`config.mk`:
```
export PLATFORM = sky130hd
export DESIGN_NAME = fifo_sync_prog
export DESIGN_NICKNAME = d
export VERILOG_FILES = /design/src/rtl/fifo_sync_prog.sv
export SDC_FILE = /design/constraint.sdc
export NUM_CORES = 1
export LEC_CHECK = 0
export ABC_AREA = 1
export CAP_MARGIN = 20
export CORE_UTILIZATION = 45
export CTS_BUF_LIST = sky130_fd_sc_hd__clkbuf_4 sky130_fd_sc_hd__clkbuf_8
export CTS_CLUSTER_DIAMETER = 200
export DETAILED_ROUTE_END_ITERATION = 16
export DONT_BUFFER_PORTS = 1
export SLEW_MARGIN = 20
export SYNTH_ARGS = -nofsm -noshare
export SYNTH_HDL_FRONTEND = slang
export SYNTH_SLANG_ARGS = --single-unit
```
`constraint.sdc`:
```
create_clock -name clk -period 3.81 [get_ports clk]
set_input_delay 0.762 -clock clk [delete_from_list [all_inputs] [get_ports clk]]
set_output_delay 0.762 -clock clk [all_outputs]
set_load 0.01 [all_outputs]
```
`src/rtl/fifo_sync_prog.sv`:
```
// Synchronous FIFO with programmable almost-full/almost-empty thresholds,
// sticky overflow/underflow flags and a choice of registered or
// first-word-fall-through read data. Any DEPTH >= 2 is supported; the
// pointers wrap explicitly, so DEPTH need not be a power of two.
module fifo_sync_prog #(
    parameter int DATA_W   = 32,
    parameter int DEPTH    = 16,
    parameter int FWFT     = 0,
    parameter int AF_LEVEL = DEPTH - 2,
    parameter int AE_LEVEL = 2,
    localparam int LVL_W   = $clog2(DEPTH + 1)
) (
    input  logic              clk,
    input  logic              rst_n,
    input  logic              flush,
    input  logic              wr_en,
    input  logic [DATA_W-1:0] wr_data,
    output logic              full,
    output logic              almost_full,
    input  logic              rd_en,
    output logic [DATA_W-1:0] rd_data,
    output logic              empty,
    output logic              almost_empty,
    output logic [LVL_W-1:0]  level,
    output logic              overflow,
    output logic              underflow
);

    localparam int PTR_W = (DEPTH > 1) ? $clog2(DEPTH) : 1;

    // Reject illegal parameterisations at elaboration time.
    if (DATA_W < 1) begin : g_bad_data_w
        $error("fifo_sync_prog: DATA_W must be >= 1");
    end
    if (DEPTH < 2) begin : g_bad_depth
        $error("fifo_sync_prog: DEPTH must be >= 2");
    end
    if ((FWFT != 0) && (FWFT != 1)) begin : g_bad_fwft
        $error("fifo_sync_prog: FWFT must be 0 or 1");
    end
    if ((AF_LEVEL < 1) || (AF_LEVEL > DEPTH)) begin : g_bad_af
        $error("fifo_sync_prog: AF_LEVEL must be in 1..DEPTH");
    end
    if ((AE_LEVEL < 0) || (AE_LEVEL > DEPTH - 1)) begin : g_bad_ae
        $error("fifo_sync_prog: AE_LEVEL must be in 0..DEPTH-1");
    end

    // Pointer increment with wrap at DEPTH-1 (DEPTH may be non-power-of-two).
    function automatic logic [PTR_W-1:0] ptr_inc(input logic [PTR_W-1:0] p);
        if (p == PTR_W'(DEPTH - 1)) begin
            return {PTR_W{1'b0}};
        end else begin
            return p + PTR_W'(1);
        end
    endfunction

    logic [DATA_W-1:0] mem_q [DEPTH];
    logic [PTR_W-1:0]  wr_ptr_q, wr_ptr_d;
    logic [PTR_W-1:0]  rd_ptr_q, rd_ptr_d;
    logic [LVL_W-1:0]  level_q, level_d;
    logic              ovf_q, ovf_d;
    logic              udf_q, udf_d;

    logic empty_s, full_s, rd_acc_s, wr_acc_s, mem_we_s;

    // Status is decoded purely from the registered level.
    assign empty_s  = (level_q == LVL_W'(0));
    assign full_s   = (level_q == LVL_W'(DEPTH));
    // A write into a full FIFO is allowed when a pop frees a slot this cycle.
    assign rd_acc_s = rd_en & ~empty_s;
    assign wr_acc_s = wr_en & (~full_s | rd_acc_s);
    assign mem_we_s = wr_acc_s & ~flush & rst_n;

    // Next-state for pointers, occupancy and sticky error flags.
    always_comb begin
        wr_ptr_d = wr_ptr_q;
        rd_ptr_d = rd_ptr_q;
        level_d  = level_q;
        ovf_d    = ovf_q;
        udf_d    = udf_q;
        if (flush) begin
            wr_ptr_d = {PTR_W{1'b0}};
            rd_ptr_d = {PTR_W{1'b0}};
            level_d  = {LVL_W{1'b0}};
            ovf_d    = 1'b0;
            udf_d    = 1'b0;
        end else begin
            if (wr_acc_s) begin
                wr_ptr_d = ptr_inc(wr_ptr_q);
            end else begin
                wr_ptr_d = wr_ptr_q;
            end
            if (rd_acc_s) begin
                rd_ptr_d = ptr_inc(rd_ptr_q);
            end else begin
                rd_ptr_d = rd_ptr_q;
            end
            case ({wr_acc_s, rd_acc_s})
                2'b10:   level_d = level_q + LVL_W'(1);
                2'b01:   level_d = level_q - LVL_W'(1);
                default: level_d = level_q;
            endcase
            ovf_d = ovf_q | (wr_en & ~wr_acc_s);
            udf_d = udf_q | (rd_en & empty_s);
        end
    end

    // Control state registers with synchronous active-low reset.
    always_ff @(posedge clk) begin
        if (!rst_n) begin
            wr_ptr_q <= {PTR_W{1'b0}};
            rd_ptr_q <= {PTR_W{1'b0}};
            level_q  <= {LVL_W{1'b0}};
            ovf_q    <= 1'b0;
            udf_q    <= 1'b0;
        end else begin
            wr_ptr_q <= wr_ptr_d;
            rd_ptr_q <= rd_ptr_d;
            level_q  <= level_d;
            ovf_q    <= ovf_d;
            udf_q    <= udf_d;
        end
    end

    // Storage array; deliberately not cleared by reset or flush.
    always_ff @(posedge clk) begin
        if (mem_we_s) begin
            mem_q[wr_ptr_q] <= wr_data;
        end
    end

    if (FWFT == 0) begin : g_reg_rd
        logic [DATA_W-1:0] rd_data_q, rd_data_d;

        // Registered read data: load the head on a pop, clear on flush, else hold.
        always_comb begin
            rd_data_d = rd_data_q;
            if (flush) begin
                rd_data_d = {DATA_W{1'b0}};
            end else if (rd_acc_s) begin
                rd_data_d = mem_q[rd_ptr_q];
            end else begin
                rd_data_d = rd_data_q;
            end
        end

        // Read data register with synchronous active-low reset.
        always_ff @(posedge clk) begin
            if (!rst_n) begin
                rd_data_q <= {DATA_W{1'b0}};
            end else begin
                rd_data_q <= rd_data_d;
            end
        end

        assign rd_data = rd_data_q;
    end else begin : g_fwft_rd
        // Head entry shown directly from registered state; zero when empty.
        assign rd_data = empty_s ? {DATA_W{1'b0}} : mem_q[rd_ptr_q];
    end

    assign full         = full_s;
    assign empty        = empty_s;
    assign almost_full  = (level_q >= LVL_W'(AF_LEVEL));
    assign almost_empty = (level_q <= LVL_W'(AE_LEVEL));
    assign level        = level_q;
    assign overflow     = ovf_q;
    assign underflow    = udf_q;

endmodule

```
After elaboration in Yosys (flattened, before gate mapping)
Memories as Yosys holds them, arrays and structs flattened. A register that Yosys moved wholly into a read port is not among the register bits.
Cells that the tools add are included.

storage, ports and cells
  bits in registers = 15
  memory bits (writable) = 512
  input bits = 37
  output and inout bits = 43
  logic and storage cells = 39
  memories kept = 1

memories
  memory  depth  width  read ports  clocked after Yosys merged registers in  wr ports  line  text
  mem_q   16     32     1           1                                        1         57    logic [DATA_W-1:0] mem_q [DEPTH];

cells by class
  $add $sub $neg = 4
  magnitude comparators = 2
  eq/ne operators = 5
  multiplexer cells = 5
  bitwise gates (word level) = 14
  reductions and logical operators = 3

operator list
  operator                                                                             number
  5-bit case mux with 2 select lines                                                   1
  4-bit by 1-bit adder with 4-bit output, second input constant                        2
  4-bit == test, second input constant                                                 2
  4-bit 2-to-1 mux                                                                     2
  1-bit AND                                                                            6
  5-bit by 1-bit adder with 5-bit output, second input constant                        1
  5-bit == test, second input constant                                                 1
  5-bit by 4-bit greater-or-equal comparator with 1-bit output, second input constant  1
  5-bit by 2-bit <= comparator with 1-bit output, second input constant                1
  5-bit logical NOT                                                                    1
  1-bit inverter                                                                       5
  5-bit by 1-bit subtractor with 5-bit output, second input constant                   1
  1-bit OR                                                                             3
  2-bit by 1-bit == test with 1-bit output, second input constant                      1
  2-bit == test, second input constant                                                 1
  1-bit 2-to-1 mux                                                                     2
  2-bit nonzero test                                                                   1
  2-bit OR reduction                                                                   1

Logic depth before layout (Yosys ltp)
Gate-level depths: netlist of the first run.

  depth in word-level cells = 9
  depth in mapped cells = 13
  gate-level depth less buffers = 13

Worst setup path before layout of the first run
OpenSTA, ideal clock, no wires.

  path type = input to register
  from = input rst_n
  to = memory mem_q[11][0], enable pin
  setup time = 461 ps
  data arrival time = 3654 ps
  data required time = 3349 ps
  slack = -305 ps
  cell stages on the path = 7
  path buffers = 1
  path through = inv_1 -> nor2_4 -> inv_1 -> buf_2 -> nor2_1 -> inv_1 -> nor3_1

on the way
  word-level cells in the longest chain between the ends = 3

RTL lines
  element                                 line  text
  start: declaration                      14    input logic rst_n,
  1-bit AND                               72    assign mem_we_s = wr_acc_s & ~flush & rst_n;
  1-bit 2-to-1 mux                        127   if (mem_we_s) begin
  1-bit 2-to-1 mux (not written as such)  128   mem_q[wr_ptr_q] <= wr_data;
  end: declaration                        57

Every way passes these cells.

Final worst setup path of the first run
  from = register level_q[1], in the netlist level[1]
  to = memory mem_q[6][29], enable pin

on the way
  word-level cells in the longest chain between the ends = 9
  elaborated cells on any way between the ends = 11
  those cells by class = 1 x eq/ne; 2 x mux; 7 x bitwise; 1 x reduce/logical

RTL lines
  element                                   line  text
  start: declaration                        60    logic [LVL_W-1:0] level_q, level_d;
  start signal: assignment                  113   level_q <= {LVL_W{1'b0}};
  start signal: assignment                  119   level_q <= level_d;
  5-bit logical NOT                         67    assign empty_s = (level_q == LVL_W'(0));
  1-bit inverter                            70    assign rd_acc_s = rd_en & ~empty_s;
  1-bit AND                                 70
  1-bit OR *                                71    assign wr_acc_s = wr_en & (~full_s | rd_acc_s);
  1-bit AND *                               71
  1-bit AND * (2 in series)                 72
  1-bit 2-to-1 mux *                        127
  1-bit 2-to-1 mux (not written as such) *  128

Every way passes the cells marked *; elsewhere a longest branch is shown, timed or not.

==> flow_summary.toml, run 1 <==
[outcome]
status = "finished clean"

[critical_path]
timing.critical_path.mode_cell = "nor2_1"
critical_path.cell_chain = "nor2_1 -> nand3_1 -> o21ai_1 -> nor2_1 -> nand2_1 -> nor2_4 -> buf_12"
start_kind = "register"
crit_path_end_kind = "register"
cp_max_fo = 17
rr_worst_depth = 7
worstPathArrival_ns = 3.22
slowest_stage = "nor2_4"
cp.required_ns = 4.18
crit_path_max_incr_delay_ns = 0.65
setup.worst_path.class = "register to register"

[timing]
worstMarginPinSlew_ns = 0.992
grt_setup_unrepaired = "false"
slew_headroom = 0.339
fmax_mhz = 352
finalHoldViolations = 0
setup_viol = 0
final_max_slew_viol_count = 0
final.setup_skew_ns = 0.0157
post-route-period-util = 0.746
period_needed_ns = 2.84
whs_ns = 0.172

[synth]
ys_top_cells_by_area = "edfxtp_1, nand3_1, nand2_1"
ys_ff_latch = 559
yosysMostFrequentCell = "nand2_1"
synth_area_sq_um = 23900
yosysUniqueCellTypes = 29
ys.flop_type = "edfxtp_1"
yosys_warnings = 0
synth_cells = 2282
syn_area_per_cell_sq_um = 10.5
synth_edf_count = 512
yosysTopAreaCellShare = 0.643
synth-adder-area-share = 0.00502
netlist_top_cells_count = "nand2_1, edfxtp_1, nand3_1, inv_1, nor2_1"
synth_top_family_by_area = "simple AND/OR/NAND/NOR gates"
async_flop_share = 0
synth-xor-area-share = 0.00110
synth_mux_area_frac = 0
synth-compound-area-share = 0.0144
synth_top_cell_by_area = "edfxtp_1"
syn_nets = 2328
ys_seq_area_frac = 0.682
synth-simple-area-share = 0.208

[drt]
wire_per_inst_um = 18.7
route.detailed.drc = 0
via_per_inst = 5.10
drtPass1Iterations = 5
vias = 15700
drt-total-wl_um = 57400
initialDrtViolationCount = 1175
ant_nets = 0

[layout]
final_core_util = 0.505
final_area_sq_um = 26500
fillers = 4676
layout.cells.non_filler = 3070
area_growth_pct = 11.0
drive_gt1_frac = 0.103
layout.nets = 2348

[clocking]
cts_tree = "built"
clock_latency_ns = 0.68
clk_pin_slew_ns = 0.06
cts.repair.resized = 0
cts_setup_buffers = 0
root_buffer = "clkbuf_8"
cts_made_buffers = 95
cts.sinks = 559
hold_buffers = 0
ctsHtreeMaxLevel = 3
ctsLongestPathBuffers = 3

[grt]
grt.busiest_layer = "met2"
grtUsageMet1 = 0.285
grt_util_met3 = 0.0420
grt_pass1_vias = 15300
grt_pass1_wl_um = 88800
grt_max_degree = 165
grt_antenna_before_repair = 1
grt_overflow = 0
grt_usage = 0.218
use_met2 = 0.361

[power_and_ir_drop]
leakagePower_nw = 10.7
irDropWorstVdd_uv = 287
powerDensity_nw_per_um2 = 474

[run]
drv_cap = 0

[floorplan]
die_x_um = 233
core_area_sq_um = 52600
die-area_sq_um = 54100
rows = 84
die_h_um = 233
initial_core_util = 0.455
io_pins = 80

[min_path]
hold-path-cell-count = 0
hp-class = "input port to register"

[place]
port_buffers = 0
postPlaceCellArea_sq_um = 24700
hpwlAfterDp_um = 31000
place_inst = 2893
gp_congestion = 0.772
-- state kept, by name, summed over array words and instances, names as in the netlist --
register,flops
rd_ptr_q,4
overflow,1
level,5
mem_q,512
rd_data,32
wr_ptr_q,4
underflow,1
-- cell families (layout without fill, tap and decap cells) --
| group | count (synthesis) | in the layout |
|---|---|---|
| DFF | 559 | 559 |
| adders and majority gates | 9 | 9 |
| other | 0 | 2 |
| buffers and inverters | 525 | 623 |
| AOI/OAI and AO/OA | 52 | 52 |
| and+or+nand+nor | 1134 | 1134 |
| xor gates and xnor gates | 3 | 3 |
-- worst max-delay path, delay by kind of cell (launching register included) --
family / cells / cell delay (ns)
and+or+nand+nor: 5 / 1.57
buffers and inverters: 1 / 0.27
AOI/OAI and AO/OA: 1 / 0.18
DFF: 1 / 0.50
-- metal layers --
metal / vias to the layer above / share of wire
met5: - / 0
met4: 0 / 0.028
met3: 120 / 0.053
met2: 428 / 0.48
met1: 7620 / 0.44
li1: 7502 / -
-- cell type report --
type / count / area (sq um) / area share
inverters: 409 / 1540 / 0.0581
clock buffers: 129 / 1560 / 0.0589
flip-flops and latches: 559 / 16300 / 0.615
well taps: 688 / 861 / 0.0324
diodes: 2 / 5.00 / 0.000189
repair buffers: 39 / 405 / 0.0153
clock inverters: 46 / 267 / 0.0100
multi-input cells: 1198 / 5580 / 0.210
-- cells in the final DEF, fill, tap and decap left out, types with 2 or more instances in the layout --
| master | count |
|---|---|
| inv_6 | 2 |
| inv_2 | 3 |
| nand2_1 | 536 |
| dfxtp_4 | 2 |
| nor2_4 | 14 |
| inv_1 | 403 |
| buf_4 | 30 |
| clkbuf_4 | 34 |
| o211ai_1 | 32 |
| clkinv_2 | 8 |
| xor2_1 | 2 |
| a21oi_1 | 10 |
| inv_4 | 2 |
| nor2_1 | 85 |
| dfxtp_2 | 2 |
| or2_1 | 32 |
| clkinv_1 | 30 |
| nand3_1 | 426 |
| clkbuf_8 | 95 |
| nor3_2 | 3 |
| ha_1 | 8 |
| o21ai_0 | 8 |
| clkinvlp_4 | 4 |
| or2_2 | 32 |
| nor3_1 | 3 |
| edfxtp_1 | 512 |
| buf_12 | 9 |
| bufinv_16 | 2 |
| diode_2 | 2 |
| dfxtp_1 | 43 |
-- final timing paths --
kind / startpoint / end / slack [ns]
worst min-delay path: wr_data[18] / mem_q[5][18] / 0.17
worst max register to register: level[1] / mem_q[6][29] / 0.97
worst max-delay path: level[1] / mem_q[6][29] / 0.97
worst min register to register: wr_ptr_q[0] / wr_ptr_q[0] / 0.53
-- stage by stage --
stage / power (mW) / TNS, ns / setup slack, ns
CTS: 12.7 / 0 / 0.988
detailed placement: 7.51 / 0 / 0.897
global route: 13.1 / 0 / 0.830
floorplan: 7.36 / -29.25 / -0.305
finish: 12.6 / 0 / 0.968
global placement: 7.50 / 0 / 0.891
-- power by group --
| part | switching (mW) | internal [mW] |
|---|---|---|
| Clock | 2.41 | 2.80 |
| Sequential | 0.0497 | 6.74 |
| Combinational | 0.404 | 0.182 |
| Total | 2.86 | 9.72 |
No activity file was read; power rests on OpenSTA's default activity.
==> run 2: changes to the inputs <==
==> constraint.sdc (replaced) <==
create_clock -name clk -period 2.55 [get_ports clk]
set_input_delay 0.51 -clock clk [delete_from_list [all_inputs] [get_ports clk]]
set_output_delay 0.51 -clock clk [all_outputs]
set_load 0.01 [all_outputs]
==> run 2 against run 1 <==
Effect of this change: clock-buffer cell count increased by 8; sequential share of layout area fell by 1.8 points; core utilization grew 1.5 points; largest cell class unchanged.
==> flow_summary.toml, run 2 (synthesis results as in run 1) <==
[outcome]
status = "finished clean"

[clocking]
ctsHtreeMaxLevel = 3
cts_made_buffers = 92
root_buffer = "clkbuf_8"
cts.repair.resized = 0
clk_pin_slew_ns = 0.06
clock_latency_ns = 0.69
hold_buffers = 34
cts_tree = "built"
cts_setup_buffers = 0
ctsLongestPathBuffers = 3
cts.sinks = 559

[timing]
fmax_mhz = 447
slew_headroom = 0.413
grt_setup_unrepaired = "false"
worstMarginPinSlew_ns = 0.878
finalHoldViolations = 0
post-route-period-util = 0.877
setup_viol = 0
final_max_slew_viol_count = 0
final.setup_skew_ns = 0.0307
period_needed_ns = 2.24

[drt]
route.detailed.drc = 0
drtPass1Iterations = 5
wire_per_inst_um = 19.0
drt-total-wl_um = 59100
via_per_inst = 5.07
initialDrtViolationCount = 1406
vias = 15800
ant_nets = 0

[layout]
regMostFlops = "mem_q"
final_common_cell = "nand2_1"
final_area_sq_um = 27400
drive_gt1_frac = 0.112
largest_reg_flops = 512
final_cell_mix = "nand2_1, edfxtp_1, nand3_1"
layout.cells.non_filler = 3119
layout.nets = 2398
area_growth_pct = 14.4

[critical_path]
rrSetupSlack_ns = 0.36
cp.depth = 3
slowest_stage = "a2111oi_0"
start_kind = "register"
path_delay_family = "compound AO/OA/AOI/OAI gates"
rr_worst_depth = 7
worstPathArrival_ns = 1.73
setup.worst_path.class = "register to output port"
crit_path_max_incr_delay_ns = 0.40
cp_max_fo = 6
crit_path_end_kind = "output port"
worstSetupStartpoint = "level[1]"
reg2reg_from = "level[2]"
timing.critical_path.mode_cell = "buf_4"
critical_path.cell_chain = "buf_4 -> a2111oi_0 -> buf_4"
crit_buf_inv = 2
cp-endpoint = "almost_empty"
cp.required_ns = 2.04
timing.rr.end = "mem_q[13][4]"

[power_and_ir_drop]
p_sw_frac = 0.229
irDropWorstVdd_uv = 391
powerDensity_nw_per_um2 = 706
seqPwrFrac = 0.524
combPwrFrac = 0.060
leakagePower_nw = 11.1
finalPower_mw = 19.3
p_int_mw = 14.9
power.switching_mw = 4.43
power.share.clock = 0.417

[run]
drv_cap = 0

[place]
gp_congestion = 0.840
hpwlAfterDp_um = 33500
port_buffers = 0
postPlaceCellArea_sq_um = 25100
place_inst = 2912

[grt]
grt_pass1_vias = 15400
grt_antenna_before_repair = 3
grt_max_degree = 130
grt_usage = 0.224
grt_overflow = 0
grt_pass1_wl_um = 90200

[floorplan]
rows = 84
io_pins = 80
die-area_sq_um = 54100
initial_core_util = 0.455
die_x_um = 233
core_area_sq_um = 52600
die_h_um = 233

[min_path]
hp-class = "input port to register"
==> run 2: cell types whose count changed in the layout (fill, tap and decap cells not counted), sizes merged <==
| cell | before | now |
|---|---|---|
| clkbuf | 129 | 137 |
| diode | 2 | 4 |
| clkinvlp | 4 | 3 |
| buf | 39 | 58 |
| inv | 411 | 409 |
| dlygate4sd3 | 0 | 34 |
| clkinv | 38 | 26 |
| bufinv | 2 | 3 |
==> run 2: cell type report <==
| class | count | area [sq um] |
|---|---|---|
| clock buffers | 137 | 1660 |
| multi-input cells | 1198 | 5600 |
| flip-flops and latches | 559 | 16300 |
| diodes | 4 | 10.0 |
| clock inverters | 32 | 233 |
| inverters | 409 | 1540 |
| fillers | 4645 | 25200 |
| well taps | 688 | 861 |
| repair buffers | 92 | 1130 |
==> run 2: worst min path at each step <==
stage                      startpoint           to  slack, ns  depth (start not counted)
after floorplan           wr_ptr_q[0]  wr_ptr_q[0]       0.47                          2
after global placement    wr_ptr_q[0]  wr_ptr_q[0]       0.50                          2
after detailed placement  wr_ptr_q[0]  wr_ptr_q[0]       0.51                          2
after CTS                       rd_en     overflow       0.02                          3
after global routing            rd_en     overflow       0.05                          3
final                           rd_en     overflow       0.08                          3
==> run 2: power by group through the flow <==
stage	Clock [mW]	Sequential (mW)	Combinational (mW)
floorplan	0	10.3	0.696
global placement	0	10.3	0.963
detailed placement	0	10.3	0.972
CTS	8.20	10.1	1.16
global route	8.60	10.1	1.28
finish	8.04	10.1	1.16
==> run 2: worst min-delay path: stages <==
cell and delay, ns:
nor2_1 0.03, a21oi_1 0.11, nor2_1 0.04
==> run 2: layer usage <==
metal | track usage | vias to the layer above | part of all wire
met4 | 0.0844 | 0 | 0.024
met2 | 0.361 | 541 | 0.48
met1 | 0.297 | 7560 | 0.43
met3 | 0.0458 | 108 | 0.069
li1 | - | 7615 | -
met5 | 0 | - | 0
==> run 2: metrics by stage <==
stage | util | worst slack, ns | hold slack, ns | setup TNS [ns]
3_3_place_gp | 0.478 | 0.397 | 0.499 | 0
6_report | 0.521 | 0.315 | 0.0843 | 0
2_1_floorplan | - | -0.472 | 0.473 | -181.30
5_1_grt | 0.520 | 0.151 | 0.0519 | 0
4_1_cts | 0.520 | 0.240 | 0.0185 | 0
3_5_place_dp | 0.478 | 0.376 | 0.514 | 0
